### config.mk
export PLATFORM = sky130hd
export DESIGN_NAME = fsm_event_logger
export DESIGN_NICKNAME = d
export VERILOG_FILES = /design/src/rtl/fsm_event_logger.sv
export SDC_FILE = /design/constraint.sdc
export NUM_CORES = 1
export LEC_CHECK = 0
export BUFFER_PORTS_ARGS = -buffer_cell sky130_fd_sc_hd__buf_4
export CAP_MARGIN = 15
export CORE_MARGIN = 3
export CORE_UTILIZATION = 55
export DETAILED_ROUTE_END_ITERATION = 6
export HOLD_SLACK_MARGIN = 0.1
export MAX_ROUTING_LAYER = met4
export PLACE_DENSITY = 0.73
export RECOVER_POWER = 50
export SETUP_SLACK_MARGIN = 0.02
export SLEW_MARGIN = 0
export SYNTH_ARGS = -nofsm -noshare
export SYNTH_HDL_FRONTEND = slang
export SYNTH_SLANG_ARGS = --single-unit
### constraint.sdc
create_clock -name clk -period 12.7 [get_ports clk]
set_clock_uncertainty 0.05 [all_clocks]
set_input_delay 2.54 -clock clk [delete_from_list [all_inputs] [get_ports clk]]
set_output_delay 2.54 -clock clk [all_outputs]
set_load 0.005 [all_outputs]
### src/rtl/fsm_event_logger.sv
// fsm_event_logger: watches the maintenance FSM state outputs, logs every state
// transition with a timestamp into a show-ahead FIFO, counts entries into the
// error state and drives a registered alarm.
module fsm_event_logger #(
    parameter int unsigned DEPTH     = 8,
    parameter int unsigned TS_W      = 16,
    parameter logic [1:0]  ERR_STATE = 2'd2
) (
    input  logic                     clk,
    input  logic                     rst,
    input  logic [1:0]               current_state,
    input  logic [7:0]               reg_state,
    input  logic                     rd_en,
    output logic                     rd_valid,
    output logic [TS_W+11:0]         rd_data,
    output logic [$clog2(DEPTH):0]   count,
    output logic                     full,
    output logic                     empty,
    output logic                     overflow,
    output logic [7:0]               err_count,
    output logic                     alarm
);

    localparam int unsigned PtrW   = $clog2(DEPTH);
    localparam int unsigned CntW   = PtrW + 1;
    localparam int unsigned EntryW = TS_W + 12;

    typedef enum logic [0:0] {StResetIdle, StRun} state_e;

    // Control FSM
    state_e state_q, state_d;
    logic   primed;

    // Event detection and timestamp
    logic [TS_W-1:0]   ts_q, ts_d;
    logic [1:0]        prev_q, prev_d;
    logic              evt;
    logic              evt_err;
    logic [EntryW-1:0] evt_payload;

    // FIFO storage and bookkeeping
    logic [EntryW-1:0] mem_q [DEPTH];
    logic [PtrW-1:0]   wr_ptr_q, wr_ptr_d;
    logic [PtrW-1:0]   rd_ptr_q, rd_ptr_d;
    logic [CntW-1:0]   count_q, count_d;
    logic              fifo_full;
    logic              fifo_empty;
    logic              pop;
    logic              wr_en;
    logic              drop;

    // Status
    logic              overflow_q, overflow_d;
    logic [7:0]        err_count_q, err_count_d;
    logic              alarm_q, alarm_d;

    // ------------------------------------------------------------------------
    // FSM: RESET_IDLE until the first non-reset edge, then RUN until reset.
    // ------------------------------------------------------------------------

    // State register
    always_ff @(posedge clk) begin
        if (!rst) begin
            state_q <= StResetIdle;
        end else begin
            state_q <= state_d;
        end
    end

    // Next-state: leave idle on the first non-reset edge and never go back
    always_comb begin
        state_d = state_q;
        unique case (state_q)
            StResetIdle: state_d = StRun;
            StRun:       state_d = StRun;
            default:     state_d = StResetIdle;
        endcase
    end

    // FSM outputs
    always_comb begin
        primed = 1'b0;
        unique case (state_q)
            StResetIdle: primed = 1'b0;
            StRun:       primed = 1'b1;
            default:     primed = 1'b0;
        endcase
    end

    // ------------------------------------------------------------------------
    // Event detection
    // ------------------------------------------------------------------------

    // Transition detect and payload assembly; payload carries the pre-increment ts
    always_comb begin
        evt         = primed && (current_state != prev_q);
        evt_err     = evt && (current_state == ERR_STATE);
        evt_payload = {ts_q, prev_q, current_state, reg_state};
    end

    // Timestamp and previous-state next values; prev tracks the input on every edge
    // (on the priming edge this captures the initial state without logging it)
    always_comb begin
        ts_d   = ts_q + TS_W'(1);
        prev_d = current_state;
    end

    // Timestamp and previous-state registers
    always_ff @(posedge clk) begin
        if (!rst) begin
            ts_q   <= '0;
            prev_q <= '0;
        end else begin
            ts_q   <= ts_d;
            prev_q <= prev_d;
        end
    end

    // ------------------------------------------------------------------------
    // Show-ahead FIFO
    // ------------------------------------------------------------------------

    // Push/pop arbitration; a simultaneous pop frees the slot a full push needs
    always_comb begin
        fifo_full  = (count_q == CntW'(DEPTH));
        fifo_empty = (count_q == '0);
        pop        = rd_en && !fifo_empty;
        wr_en      = evt && (!fifo_full || pop);
        drop       = evt && fifo_full && !pop;
    end

    // Pointer and occupancy next values; pointers wrap naturally at DEPTH
    always_comb begin
        wr_ptr_d = wr_ptr_q;
        rd_ptr_d = rd_ptr_q;
        count_d  = count_q;
        if (wr_en) begin
            wr_ptr_d = wr_ptr_q + PtrW'(1);
        end
        if (pop) begin
            rd_ptr_d = rd_ptr_q + PtrW'(1);
        end
        unique case ({wr_en, pop})
            2'b10:   count_d = count_q + CntW'(1);
            2'b01:   count_d = count_q - CntW'(1);
            default: count_d = count_q;
        endcase
    end

    // Pointer and occupancy registers
    always_ff @(posedge clk) begin
        if (!rst) begin
            wr_ptr_q <= '0;
            rd_ptr_q <= '0;
            count_q  <= '0;
        end else begin
            wr_ptr_q <= wr_ptr_d;
            rd_ptr_q <= rd_ptr_d;
            count_q  <= count_d;
        end
    end

    // Entry storage; contents are don't-care while empty, so no reset needed
    always_ff @(posedge clk) begin
        if (rst && wr_en) begin
            mem_q[wr_ptr_q] <= evt_payload;
        end
    end

    // ------------------------------------------------------------------------
    // Status: sticky overflow, saturating error counter, alarm
    // ------------------------------------------------------------------------

    // Status next values; err_count counts regardless of whether the entry was dropped
    always_comb begin
        overflow_d  = overflow_q | drop;
        err_count_d = err_count_q;
        if (evt_err && (err_count_q != 8'hFF)) begin
            err_count_d = err_count_q + 8'd1;
        end
        alarm_d     = (current_state == ERR_STATE);
    end

    // Status registers
    always_ff @(posedge clk) begin
        if (!rst) begin
            overflow_q  <= 1'b0;
            err_count_q <= '0;
            alarm_q     <= 1'b0;
        end else begin
            overflow_q  <= overflow_d;
            err_count_q <= err_count_d;
            alarm_q     <= alarm_d;
        end
    end

    // ------------------------------------------------------------------------
    // Outputs: all derived from registers only
    // ------------------------------------------------------------------------

    // Output drive; head entry shown ahead, zero while empty
    always_comb begin
        rd_valid  = !fifo_empty;
        rd_data   = fifo_empty ? '0 : mem_q[rd_ptr_q];
        count     = count_q;
        full      = fifo_full;
        empty     = fifo_empty;
        overflow  = overflow_q;
        err_count = err_count_q;
        alarm     = alarm_q;
    end

endmodule

# == Yosys cells after proc, flatten, opt, wreduce, memory -nomap -nowiden ==
# Memories as Yosys holds them, arrays and structs flattened. A register that Yosys moved wholly into a read port is not among the register bits.
# Cells that the tools add are included.
# word_totals
regBits,39
ram_bits,224
input_bits,13
out_inout_bits,45
elab_cells,46
memories,1
# mem_list
memory,depth,width,read_ports,rd_ports_with_merged_regs,write_ports,line,source
mem_q,8,28,1,1,1,42,logic [EntryW-1:0] mem_q [DEPTH];
# classes
add_sub_neg,6
eq_ne,6
mux,8
bitwise,2
reduce_logical,14
# op_table
operator,count
$mux 28,1
$add 16x1->16 const B,1
$add 8x1->8 const B,1
$logic_and 1x1->1,8
$ne 8x8->1 const B,1
$pmux 4 s2,1
$add 3x1->3 const B,2
$mux 3,2
$add 4x1->4 const B,1
$eq 2x2->1 const B,2
$eq 4x4->1 const B,1
$logic_not 4->1,1
$sub 4x1->4 const B,1
$logic_not 1->1,3
$mux 1,3
$eq 2x1->1 const B,1
$ne 2x2->1,1
$pmux 1 s2,1
$reduce_bool 2->1,1
$logic_or 1x1->1,1
$not 1->1,1
$or 1x1->1,1

# == Logic depth before layout (Yosys ltp) ==
# Gate-level depths: netlist of run 1.
# logic_depth
ltp_word,8
depth_mapped,11
mapped_depth_nobuf,9

# == Worst setup path before layout of run 1 ==
# OpenSTA, ideal clock, no wires.
# synth_timing
kind,input -> register
start,in current_state[1]
end,"mem mem_q[5][0] (netlist name), enable pin"
arrival_ps,5229
t_required_ps,12202
slack_ps,6973
cell_stages,4
path_cell_list,xor2_1 > o221ai_2 > or2_2 > nor3_1
# synth_between
elab_chain_cells,6
# synth_rtl
item,line,source
from (decl),11,"input logic [1:0] current_state,"
$ne 2x2->1,96,evt = primed && (current_state != prev_q);
$logic_and 1x1->1,96,
$logic_and 1x1->1,128,wr_en = evt && (!fifo_full || pop);
$logic_and 1x1->1,165,if (rst && wr_en) begin
$mux 1,165,
$mux 1 (not written as such),166,mem_q[wr_ptr_q] <= evt_payload;
to (decl),42,
# Every way passes these cells.

# == Final worst setup path of run 1 ==
# layout_timing
start,in rst
end,"mem mem_q[0][1] (netlist name), enable pin"
# layout_between
elab_chain_cells,3
# layout_rtl
item,line,source
from (decl),10,"input logic rst,"
$logic_and 1x1->1,165,
$mux 1,165,
$mux 1 (not written as such),166,
# Every way passes these cells.

==> metrics.yaml, run 1 <==
crit_slowest_cell: "clkinv_1"
critPathRequiredTime_ns: 12.80
switching_power_w: 0.000545
ioPinCount: 58
globalplace.congestion: 0.784
fp.dieW_microns: 144
slowest_delay_ns: 1.08
dieHeight_microns: 144
fin_util_pct: 65.0
first_global_vias: 5655
place_inst: 848
drt-total-wl_microns: 20100
track_usage_pct: 20.6
cts.sinks: 266
cts_tree: "done"
yosys.cell_types.count: 50
cts_resized: 0
synthFlopType: "edfxtp_1"
synth_async_sr_flop_share_pct: 0
slew_viol_final: 0
cts_inserted_buffers: 26
tns_ns: 0
cts_hold_buffers: 0
tightest_slew_ns: 1.29
synth_area_leader_cell: "edfxtp_1"
synth_nets: 598
power_density_nw_per_um2: 180
yosys-top-cells-area: "edfxtp_1, mux4_2, dfxtp_1, mux2i_1, nor2_1"
fmax_ghz: 0.176
clock_path_buffers: 3
worstHoldPathType: "flip-flop to flip-flop"
htreeDepth: 1
fillers: 1268
grt_first_pass_wirelength_microns: 31500
antenna_found_initial: 0
die_area_sq_um: 20700
syn_area_per_cell_sq_um: 18.1
synth_top_area_share_pct: 64.3
start_kind: "input port"
worst_setup_path_end_kind: "flip-flop"
status: "completed"
final_nets: 667
hold_violations: 0
fp.coreArea_sq_um: 18300
areaGrowthSynthToFinish_pct: 13.8
ys_warn_count: 0
setup_violations: 0
drive_gt1_share_pct: 24.5
period_share_pct: 44.7
post-cts-setup-buffer-count: 0
power_leakage_nw: 3.91
numPortBuffers: 57
clock_latency_ns: 0.51
internal_power_w: 0.00160
fin_crit_ns: 5.67
synth-edff-count: 224
drc: 0
initial_core_util_pct: 57.1
ys_ff_latch: 266
drtAntennaViolNets: 0
dp_hpwl_microns: 11200
wl_per_cell_microns: 22.5
num_antenna_cells: 0
path_cells: "clkbuf_1 -> clkinv_1 -> or3_1 -> nor2_2 -> buf_4"
grt_max_degree: 57
root_buffer: "clkbuf_16"
slew_headroom_pct: 13.9
grt.overflow.total: 0
worstPathArrival_ns: 5.77
cap_violations: 0
seqPwrFrac_pct: 46.3
fin_cells: 894
worst_ir_drop_vdd_uv: 133
switching_share_pct: 25.4
pwr-share-clk_pct: 32.6
cp_top_family: "buffers and inverters"
power_frac_comb_pct: 21.1
cp_max_fo: 30
cts.reportedPaths.clkPinSlew_ns: 0.06
seq_area_frac_synth_pct: 72.3
drtPass1Iterations: 7
rsz0062_at_grt: "no"
vias: 5411
num_rows: 49
critical_path_class: "input port to flip-flop"
netlist_area_sq_um: 10500
drtIter0Drc: 386
path_buf_inv: 3
vias_per_cell: 6.05
netlist_instances: 578
-- cell usage after synthesis, types with 2 or more instances --
library cell / n
mux4_2: 56
nor3_1: 5
a21oi_1: 8
buf_1: 4
edfxtp_1: 224
dfxtp_1: 42
and3_1: 2
o31ai_1: 2
nand2b_1: 8
nor4b_1: 2
inv_1: 10
o21ai_0: 4
nand3_1: 13
or4_1: 4
and2_1: 4
ha_1: 6
xnor2_1: 4
nor2_1: 52
and4_1: 4
nand2_1: 17
nand3b_1: 2
or3_1: 4
mux2i_1: 38
clkbuf_1: 12
nand4_1: 5
buf_2: 10
xor2_1: 13
-- cells in the final DEF, fill, tap and decap left out, types with 4 or more instances in the layout --
cell type and n:
inv_1 10, clkbuf_1 16, clkinv_1 7, nor2_1 48
or3_1 4, mux4_2 56, o21ai_0 5, clkinv_2 5
edfxtp_1 224, clkbuf_4 8, xor2_1 13, nand2_1 17
mux2i_1 38, nand4_1 5, ha_1 6, nand2b_1 8
dfxtp_1 39, and4_1 4, xnor2_1 4, buf_4 49
a21oi_1 8, or4_1 4, nand3_1 13, clkbuf_16 27
nor2_2 4
-- metrics by stage --
step / power (W) / hold slack (ns) / setup WS, ns / area, sq um
5_1_grt: 0.00225 / 0.461 / 6.75 / 11900
3_5_place_dp: 0.00147 / 0.411 / 7.55 / 11200
4_1_cts: 0.00217 / 0.428 / 7.13 / 12000
6_report: 0.00215 / 0.416 / 7.03 / 11900
2_1_floorplan: 0.00128 / 0.408 / 6.97 / 10500
3_3_place_gp: 0.00146 / 0.407 / 7.63 / 11200
-- power by group through the flow --
stage	clock network (W)	logic, W	registers, W
after floorplan	0	0.000281	0.00100
after global placement	0	0.000454	0.00101
after detailed placement	0	0.000463	0.00101
after CTS	0.000715	0.000464	0.000993
after global routing	0.000753	0.000498	0.000997
final	0.000700	0.000452	0.000993
-- kinds of logic (layout without fill, tap and decap cells) --
| group | Yosys count | after routing | synth area share (%) |
|---|---|---|---|
| xor gates and xnor gates | 17 | 17 | 1.42 |
| AOI/OAI and AO/OA | 24 | 24 | 1.55 |
| muxes | 96 | 96 | 16.0 |
| adders and majority gates | 7 | 7 | 0.909 |
| and+or+nand+nor | 130 | 130 | 6.24 |
| DFF | 266 | 266 | 72.3 |
| buffers and inverters | 38 | 125 | 1.55 |
-- layout make-up --
cell class / count / area, sq um / share of cell area (%)
Clock buffer: 32 / 694 / 5.83
Multi-Input combinational cell: 274 / 2760 / 23.1
Timing Repair Buffer: 68 / 469 / 3.94
Sequential cell: 266 / 7570 / 63.6
Inverter: 11 / 41.3 / 0.347
Tap cell: 229 / 287 / 2.41
Clock inverter: 14 / 90.1 / 0.756
-- final timing paths --
path	start	end	slack, ns	depth (start not counted)
setup / recovery	rst	mem_q[0][1]$_DFFE_PP_	7.03	5
hold / removal	overflow$_SDFF_PN0_	overflow$_SDFF_PN0_	0.42	1
setup reg to reg	prev_q[1]$_SDFF_PN0_	count[3]$_SDFFE_PN0P_	9.72	9
hold reg to reg	overflow$_SDFF_PN0_	overflow$_SDFF_PN0_	0.42	1
-- metal layers --
metal | part of all wire [%] | wire length [microns] | GRT usage (%)
met5 | 0 | 0 | -
met4 | 2.1 | 426 | 6.39
met3 | 5.1 | 1020 | 2.70
met2 | 50 | 10100 | 32.8
met1 | 42 | 8530 | 28.1
-- state kept, by name, summed over array words and instances, names as in the netlist, 2 cells and up, named ones only --
register,cells
mem_q,224
prev_q,2
wr_ptr_q,3
count,4
ts_q,16
err_count,8
rd_ptr_q,3
(Power assumes the default switching activity.)
==> inputs of run 2 (changes only) <==
- PLACE_DENSITY: 0.73 -> 0.76
- clock period: 12.7 -> 4.6 ns (I/O delays scaled with it)
==> run 2 against run 1 <==
Sequential share of layout area shrank 0.37 points; clock power grew to 2.8 times the previous value; register-to-register slack lost 8.1 ns; clock-buffer cell count grew 2; cell count grew 0.45%; largest cell class unchanged.
==> metrics.yaml, run 2 (synthesis results as in run 1) <==
critical_path_class: "flip-flop to primary output"
tns_ns: 0  # unchanged
cp_max_fo: 20  # -33%
cts.reportedPaths.clkPinSlew_ns: 0.06  # about the same
globalplace.congestion: 0.765  # -2.4%
fmax_ghz: 0.266
first_global_vias: 5813  # +2.8%
period_share_pct: 81.8
worst_ir_drop_vdd_uv: 400  # +200%
fp.coreArea_sq_um: 18300  # unchanged
numPortBuffers: 57  # unchanged
cts.sinks: 266  # unchanged
start_kind: "flip-flop"
vias: 5431  # +0.37%
slew_headroom_pct: 8.78  # -5.1 points
htreeDepth: 1  # unchanged
largest_register_ffs: 224  # unchanged
fp.dieW_microns: 144  # unchanged
startpoint: "count[3]$_SDFFE_PN0P_"
final_common_cell: "edfxtp_1"
initial_core_util_pct: 57.1  # unchanged
ioPinCount: 58  # unchanged
drtAntennaViolNets: 0  # unchanged
worstHoldPathType: "flip-flop to flip-flop"
hold_violations: 0  # unchanged
layout_common_cells: "edfxtp_1, mux4_2, nor2_1"
crit_slowest_cell: "inv_1"
min_from: "overflow$_SDFF_PN0_"
cap_violations: 0  # unchanged
drtPass1Iterations: 5  # -2
drc: 0  # unchanged
path_cells: "or4_1 -> inv_1 -> buf_4 -> nor2_1 -> buf_4"
final_nets: 670  # +0.45%
cts_resized: 0  # unchanged
status: "completed"
grt.overflow.total: 0  # unchanged
root_buffer: "clkbuf_16"
rsz0062_at_grt: "no"
antenna_found_initial: 0  # unchanged
num_antenna_cells: 0  # unchanged
grt_first_pass_wirelength_microns: 31600  # +0.22%
clock_path_buffers: 3  # unchanged
wl_per_cell_microns: 22.3  # -0.58%
fin_crit_ns: 3.76
dieHeight_microns: 144  # unchanged
grt_max_degree: 57  # unchanged
r2r-start: "prev_q[0]$_SDFF_PN0_"
cts_inserted_buffers: 27  # +3.8%
cts_hold_buffers: 0  # unchanged
fillers: 1225  # -3.4%
power_leakage_nw: 3.94  # +0.77%
path_buf_inv: 3  # unchanged
power_density_nw_per_um2: 496  # +180%
slew_viol_final: 0  # unchanged
largest-register: "mem_q"
setup_violations: 0  # unchanged
worst_setup_path_end_kind: "primary output"
dp_hpwl_microns: 11600  # +3.9%
cp_top_family: "buffers and inverters"
power_w: 0.00595  # +180%
areaGrowthSynthToFinish_pct: 14.5
vias_per_cell: 6.05  # about the same
drtIter0Drc: 536  # +39%
num_rows: 49  # unchanged
cts_tree: "done"
critPathRequiredTime_ns: 3.63  # -9.17 ns
post-cts-setup-buffer-count: 0  # unchanged
tightest_slew_ns: 1.37  # +0.0769 ns
slowest_delay_ns: 0.66  # -0.42 ns
drt-total-wl_microns: 20100  # -0.14%
die_area_sq_um: 20700  # unchanged
track_usage_pct: 20.8  # +0.23 points
path_common_cell: "buf_4"
drive_gt1_share_pct: 25.0  # +0.45 points
worstPathArrival_ns: 2.79  # -2.98 ns
clock_latency_ns: 0.52  # about the same
## run 2: final timing paths
path                      endpoint  slack, ns  depth (start not counted)
min            overflow$_SDFF_PN0_       0.43                          1
max                    rd_data[17]       0.84                          5
min reg2reg    overflow$_SDFF_PN0_       0.43                          1
max reg2reg  count[3]$_SDFFE_PN0P_       1.65                          9
## run 2: report_power, final
| part | internal [W] | switching (W) | total [W] |
|---|---|---|---|
| Combinational | 0.000632 | 0.000556 | 0.00119 |
| Clock | 0.00112 | 0.000833 | 0.00195 |
| Sequential | 0.00267 | 0.000139 | 0.00281 |
| Total | 0.00442 | 0.00153 | 0.00595 |
## run 2: worst register-to-register path: stages, from the launching register on
cell and delay, ns:
dfxtp_1 0.54, xor2_1 0.15, o21ai_0 0.79, nand2_1 0.22
inv_1 0.15, ha_1 0.31, a21oi_1 0.17, a21oi_1 0.09
a311oi_1 0.25, nand3_1 0.11
## run 2: per-layer routing
layer | global-route usage, % | wire [microns]
met5 | - | 0
met4 | 5.80 | 333
met3 | 3.19 | 1160
met2 | 34.7 | 10400
met1 | 26.9 | 8200
## run 2: metrics by stage
stage | area [sq um] | hold slack (ns) | setup WS [ns] | util, % | cells
after floorplan | 10500 | 0.408 | 0.493 | - | 578
after global placement | 11200 | 0.403 | 1.32 | 61.3 | 850
after detailed placement | 11200 | 0.412 | 1.26 | 61.3 | 850
after CTS | 12000 | 0.437 | 0.786 | 65.7 | 898
after global routing | 12000 | 0.447 | 0.688 | 65.4 | 898
final | 12000 | 0.428 | 0.837 | 65.4 | 898
## run 2: layout make-up
cell class	count	area, sq um	area share, %
tap	229	287	2.39
multi-input combinational	274	2750	23.0
clock buffer	34	732	6.11
clock inverter	14	65.1	0.543
timing repair buffer	70	531	4.43
inverter	11	41.3	0.345
sequential	266	7580	63.2
